$ cat src/rtl/cam_capture_pkg.sv
// Shared types and constants for the camera capture path: FSM states, default frame geometry
// and the colour-bar table used by the optional test pattern.
package cam_capture_pkg;

    typedef enum logic [1:0] {
        IDLE    = 2'd0,
        WAIT_VS = 2'd1,
        ACTIVE  = 2'd2,
        DONE    = 2'd3
    } cap_state_t;

    localparam int DEFAULT_COLS = 240;
    localparam int DEFAULT_ROWS = 320;

    // Index 0 is the leftmost band (white), index 7 the rightmost (black).
    localparam logic [7:0][15:0] COLOUR_BARS = {
        16'h0000, 16'h001F, 16'hF800, 16'hF81F,
        16'h07E0, 16'h07FF, 16'hFFE0, 16'hFFFF
    };

endpackage

$ cat src/rtl/cam_input_sync.sv
// Synchronises the 11 camera bits into core_clk and emits registered PCLK/HREF/VSYNC edge strobes.
// Latency SYNC_STAGES+1 cycles to the strobes and aligned data; no backpressure (free-running sampler).
module cam_input_sync #(
    parameter int SYNC_STAGES = 2
) (
    input  logic       core_clk,
    input  logic       arst_n,
    input  logic       pclk,
    input  logic       vsync,
    input  logic       href,
    input  logic [7:0] data,
    output logic [7:0] data_dat,
    output logic       href_lvl,
    output logic       pclk_rise,
    output logic       href_fall,
    output logic       vsync_rise,
    output logic       vsync_fall
);

    logic [10:0] sync_r [SYNC_STAGES];
    logic [10:0] sync_last;
    logic [2:0]  prev_r;   // {vsync, href, pclk} from the previous synchronised sample

    assign sync_last = sync_r[SYNC_STAGES-1];

    always_ff @(posedge core_clk or negedge arst_n) begin
        if (!arst_n) begin
            for (int i = 0; i < SYNC_STAGES; i++) sync_r[i] <= '0;
            prev_r     <= '0;
            data_dat   <= '0;
            href_lvl   <= 1'b0;
            pclk_rise  <= 1'b0;
            href_fall  <= 1'b0;
            vsync_rise <= 1'b0;
            vsync_fall <= 1'b0;
        end else begin
            sync_r[0] <= {vsync, href, pclk, data};
            for (int i = 1; i < SYNC_STAGES; i++) sync_r[i] <= sync_r[i-1];
            prev_r     <= sync_last[10:8];
            data_dat   <= sync_last[7:0];
            href_lvl   <= sync_last[9];
            pclk_rise  <=  sync_last[8]  & ~prev_r[0];
            href_fall  <= ~sync_last[9]  &  prev_r[1];
            vsync_rise <=  sync_last[10] & ~prev_r[2];
            vsync_fall <= ~sync_last[10] &  prev_r[2];
        end
    end

endmodule

$ cat src/rtl/cam_pixel_capture.sv
// Captures OV7670 byte pairs into RGB565 pixels; second byte's PCLK edge to pixelValid is SYNC_STAGES+2 cycles.
// Single-slot valid/ack output: a pixel formed while the slot is full is dropped and sets sticky overflow. Option: CAM_TEST_PATTERN_EN.
module cam_pixel_capture
    import cam_capture_pkg::*;
#(
    parameter int COLS        = DEFAULT_COLS,
    parameter int ROWS        = DEFAULT_ROWS,
    parameter int SYNC_STAGES = 2
) (
    input  logic        CLK_I,
    input  logic        RST_I,
    input  logic        camPclk,
    input  logic        camVsync,
    input  logic        camHref,
    input  logic [7:0]  camData,
`ifdef CAM_TEST_PATTERN_EN
    input  logic        testMode,
`endif
    input  logic        pixelAck,
    output logic [15:0] pixelData,
    output logic        pixelValid,
    output logic        frameStart,
    output logic        frameDone,
    output logic [8:0]  pixelX,
    output logic [8:0]  pixelY,
    output logic        overflow
);

    localparam logic [8:0] COL_MAX = 9'(COLS - 1);
    localparam logic [9:0] ROW_END = 10'(ROWS);

    logic [7:0]  data_dat;
    logic        href_lvl, pclk_rise, href_fall, vsync_rise, vsync_fall;
    cap_state_t  state;
    logic [8:0]  col, row;
    logic [9:0]  row_next;
    logic        phase, line_full;
    logic [7:0]  hi_byte;
    logic [15:0] new_pix;

    cam_input_sync #(.SYNC_STAGES(SYNC_STAGES)) u_sync (
        .core_clk  (CLK_I),
        .arst_n    (RST_I),
        .pclk      (camPclk),
        .vsync     (camVsync),
        .href      (camHref),
        .data      (camData),
        .data_dat  (data_dat),
        .href_lvl  (href_lvl),
        .pclk_rise (pclk_rise),
        .href_fall (href_fall),
        .vsync_rise(vsync_rise),
        .vsync_fall(vsync_fall)
    );

    assign row_next = {1'b0, row} + 10'd1;

`ifdef CAM_TEST_PATTERN_EN
    assign new_pix = testMode ? COLOUR_BARS[col[7:5]] : {hi_byte, data_dat};
`else
    assign new_pix = {hi_byte, data_dat};
`endif

    always_ff @(posedge CLK_I or negedge RST_I) begin
        if (!RST_I) begin
            state      <= IDLE;
            col        <= '0;
            row        <= '0;
            phase      <= 1'b0;
            line_full  <= 1'b0;
            hi_byte    <= '0;
            pixelData  <= '0;
            pixelValid <= 1'b0;
            pixelX     <= '0;
            pixelY     <= '0;
            frameStart <= 1'b0;
            frameDone  <= 1'b0;
            overflow   <= 1'b0;
        end else begin
            frameStart <= 1'b0;
            frameDone  <= 1'b0;
            if (pixelAck && pixelValid) pixelValid <= 1'b0;

            case (state)
                IDLE: if (vsync_rise) state <= WAIT_VS;
                WAIT_VS: begin
                    if (vsync_fall) begin
                        state      <= ACTIVE;
                        frameStart <= 1'b1;
                        col        <= '0;
                        row        <= '0;
                        phase      <= 1'b0;
                        line_full  <= 1'b0;
                        pixelValid <= 1'b0;
                    end
                end
                ACTIVE: begin
                    if (vsync_rise) begin
                        state <= WAIT_VS;   // short frame: restart without frameDone
                    end else if (href_fall) begin
                        row       <= row_next[8:0];
                        col       <= '0;
                        phase     <= 1'b0;
                        line_full <= 1'b0;
                        if (row_next == ROW_END) state <= DONE;
                    end else if (pclk_rise && href_lvl) begin
                        if (!phase) begin
                            hi_byte <= data_dat;
                            phase   <= 1'b1;
                        end else begin
                            phase <= 1'b0;
                            // Pixels beyond the last column are discarded silently.
                            if (!line_full) begin
                                if (!pixelValid || pixelAck) begin
                                    pixelData  <= new_pix;
                                    pixelX     <= col;
                                    pixelY     <= row;
                                    pixelValid <= 1'b1;
                                end else begin
                                    overflow <= 1'b1;
                                end
                                if (col == COL_MAX) line_full <= 1'b1;
                                else                col       <= col + 9'd1;
                            end
                        end
                    end
                end
                DONE: begin
                    frameDone <= 1'b1;
                    state     <= IDLE;
                end
                default: state <= IDLE;
            endcase
        end
    end

endmodule

$ cat config.mk
export PLATFORM = sky130hd
export DESIGN_NAME = cam_pixel_capture
export DESIGN_NICKNAME = d
export VERILOG_FILES = /design/src/rtl/cam_capture_pkg.sv /design/src/rtl/cam_input_sync.sv /design/src/rtl/cam_pixel_capture.sv
export SDC_FILE = /design/constraint.sdc
export NUM_CORES = 1
export LEC_CHECK = 0
export ABC_AREA = 1
export BUFFER_PORTS_ARGS = -buffer_cell sky130_fd_sc_hd__buf_2
export CAP_MARGIN = 20
export CORE_ASPECT_RATIO = 0.6
export CORE_MARGIN = 1
export CORE_UTILIZATION = 55
export DETAILED_ROUTE_END_ITERATION = 12
export PLACE_DENSITY = 0.74
export RECOVER_POWER = 100
export SLEW_MARGIN = 30
export SYNTH_ARGS = -nofsm -noshare
export SYNTH_HDL_FRONTEND = slang
export SYNTH_SLANG_ARGS = --single-unit
$ cat constraint.sdc
create_clock -name CLK_I -period 3.7 [get_ports CLK_I]
set_clock_uncertainty 0.15 [all_clocks]
set_input_delay 0.185 -clock CLK_I [delete_from_list [all_inputs] [get_ports CLK_I]]
set_output_delay 0.185 -clock CLK_I [all_outputs]
set_load 0.03 [all_outputs]
==> results by group <==
Synth
  • Synth area leaders: dfrtp_1 64%, nand2_1 8.4%, o21ai_0 5.9%
  • Post-synthesis sequential area ratio: 0.6369
  • Yosys reg bits: 105
  • Yosys top cell by area: dfrtp_1
  • Mapped Cells: 406
  • Avg Cell Area, Syn: 10.16 sq um
  • Synthesized cell area: 4125 sq um
  • Post-synthesis cell type count: 27
  • Post-Synthesis Net Count: 427
  • Yosys warns: 0
  • Yosys top cell area share: 0.6369

Pwr
  • LEAKAGE: 2.322 nW
  • Max VDD drop: 0.3277 mV
  • Power per Cell Area: 597.2 nW/um^2

Clock tree
  • H-tree depth: 3
  • Post-CTS Setup Inserts: 0
  • Cts repair resizes: 0
  • Cts hold-fix bufs: 12
  • Root Driver: clkbuf_16
  • Clock-pin slew on the worst setup and hold paths: 70 ps
  • CTS buffer count: 9
  • Clock tree sinks: 105
  • CTS tree: done
  • Clock insertion delay at the later pin of the skew report: 340 ps
  • Clock buffer depth: 2

Finish
  • Fin nets: 494
  • Diodes inserted: 0
  • Most frequent cells in the layout: 105 x dfrtp_1, 92 x nand2_1, 50 x inv_1, 49 x o21ai_0, 40 x clkbuf_1
  • Final instance area: 4823 sq um
  • Fill cell instance count of the final layout: 601
  • Synth-to-layout area growth: 16.92%
  • Share of layout cells above drive strength 1: 0.09623
  • Commonest non-fill, non-tap cell in the layout: dfrtp_1

Timing
  • Slew HR: -0.4084
  • Final setup vio count: 0
  • RSZ-0062 raised after global routing: no
  • FMAX: 392.1 MHz
  • Fin crit share: 0.6894
  • Post-route setup TNS: 0 ps
  • Fin crit period: 2551 ps
  • Final Hold Fails: 0
  • Slew Viols, Final: 43
  • Worst-margin pin slew: 2113 ps

Min path
  • Worst min path class: in2reg

Worst setup path
  • CP required: 4020 ps
  • WP data arrival: 2870 ps
  • Critical path startpoint category: primary input
  • Crit path cell chain: dlygate4sd3_1, clkbuf_1, buf_4
  • Critical-path maximum fanout: 42
  • Critical Path Max Stage Delay: 1500 ps
  • Crit path capture type: async pin
  • Critical path's slowest cell: clkbuf_1
  • CP Class: in2async
  • Cell family with most CP delay: buffers and inverters
  • Critical path buffers and inverters: 3

Die
  • Die Y: 69.09 microns
  • Core ar.: 7267 sq um
  • Io pins: 52
  • Initial Utilization: 0.5677
  • Full die area: 7862 sq um
  • Die span in x: 113.8 microns
  • Row cnt: 24

Run status
  • Run status: complete, but fails checks
  • Failing checks: capacitance limit, slew limit

Global route
  • Initial antenna violation count: 0
  • GRT Util Overall: 0.2177
  • Vias in the first global route: 2,735
  • Largest net degree at the start of global routing: 60
  • First-pass GRT wire length: 12.96 mm
  • Grt total ovfl: 0

Placement
  • Number of I/O port buffers: 51
  • Gpl congestion: 0.8805
  • Dpl cell area: 4471 sq um
  • Dpl hpwl: 5.251 mm

Drt
  • DRC viols: 0
  • DR vias: 2,892
  • Wire per inst: 13.14 microns
  • Vias per cell: 4.969
  • Total wire length: 7.645 mm
  • DRT antenna net count: 0
  • Drt first pass iters: 5
  • Detailed Route Iter0 Violations: 201

Run
  • Max_cap viols: 1
==> report_power, final <==
group          total, mW  switching [mW]  internal, mW
clock              0.934           0.406         0.528
combinational      0.577           0.417         0.161
sequential          1.37          0.0820          1.29
==> metal layers <==
| metal | track usage | vias to the layer above | routed length (microns) |
|---|---|---|---|
| li1 | - | 1419 | - |
| met4 | 0.06638 | 0 | 58 |
| met2 | 0.3191 | 70 | 3423 |
| met3 | 0.06684 | 9 | 343 |
| met5 | 0 | - | 0 |
| met1 | 0.3152 | 1394 | 3820 |
==> through the flow <==
| step | utilization | hold WS [ps] | instances | setup slack (ps) | power, mW |
|---|---|---|---|---|---|
| 2_1_floorplan | - | -260.6 | 406 | 1866 | 1.814 |
| 3_3_place_gp | 0.6152 | 38.13 | 554 | 1173 | 1.955 |
| 3_5_place_dp | 0.6152 | 41.48 | 554 | 1069 | 1.980 |
| 4_1_cts | 0.6723 | 13.20 | 582 | 1038 | 2.928 |
| 5_1_grt | 0.6637 | 28.08 | 582 | 667.4 | 3.039 |
| 6_report | 0.6637 | 25.39 | 582 | 1149 | 2.881 |
==> synthesized netlist by cell type <==
library cell  instances
nand2_2               1
buf_4                 1
o211ai_4              1
a22oi_1               1
nor3_1                4
o21ai_4               1
o21ai_0              49
nand2_1              92
xor2_1                5
inv_2                 3
nand3_1              22
a31o_2                1
a31oi_1               1
ha_1                  7
a21oi_1               3
nor4_2                1
o22ai_1               5
inv_1                49
clkbuf_1              5
mux2_2                9
buf_6                 3
or2_2                 1
nor2_1               32
xnor2_1               1
a21oi_4               1
nand4_1               2
dfrtp_1             105
==> flip-flops by register name, indices dropped and copies added (netlist names), 3 cells and up <==
register and cells:
u_sync.data_dat 8, row 9, u_sync.sync_last 11, u_sync.prev_r 3
pixelY 9, pixelData 16, hi_byte 8, pixelX 9
u_sync.sync_r 11, col 9
==> worst reg2reg max path, delay by kind of cell, from the launching register on <==
| family | cells | cell delay, ps |
|---|---|---|
| and+or+nand+nor | 3 | 340 |
| buffers and inverters | 3 | 380 |
| AOI/OAI and AO/OA | 3 | 690 |
| DFF | 1 | 400 |
| adders and majority gates | 1 | 340 |
==> cells by family after synthesis <==
kind of cell | after synthesis | synth area share
AO/OA/AOI/OAI | 63 | 0.08918
XOR/XNOR | 6 | 0.01274
AND/OR/NAND/NOR | 155 | 0.1535
multiplexers | 9 | 0.02457
adder cells (fa/ha/maj) | 7 | 0.02123
flip-flops | 105 | 0.6369
buffers and inverters | 61 | 0.06188
==> final timing paths <==
| check | start | to | slack [ps] | depth (start not counted) |
|---|---|---|---|---|
| worst max-delay path | RST_I | u_sync.sync_last[6] | 1150 | 3 |
| worst min-delay path | pixelAck | pixelValid | 30 | 4 |
| worst max register to register | state[0] | col[7] | 1270 | 10 |
| worst min register to register | u_sync.sync_last[1] | u_sync.data_dat[1] | 200 | 0 |
| max in group CLK_I | state[0] | col[7] | 1270 | 10 |
| min in group asynchronous | RST_I | col[1] | 850 | 2 |
==> cell type report <==
type / count / area [sq um] / area share
flip-flops and latches: 105 / 2628 / 0.5447
multi-input cells: 240 / 1234 / 0.2558
repair buffers: 65 / 341.6 / 0.07082
clock buffers: 10 / 229.0 / 0.04747
inverters: 52 / 195.2 / 0.04047
well taps: 104 / 130.1 / 0.02698
clock inverters: 6 / 66.31 / 0.01375
(Power assumes the default switching activity.)
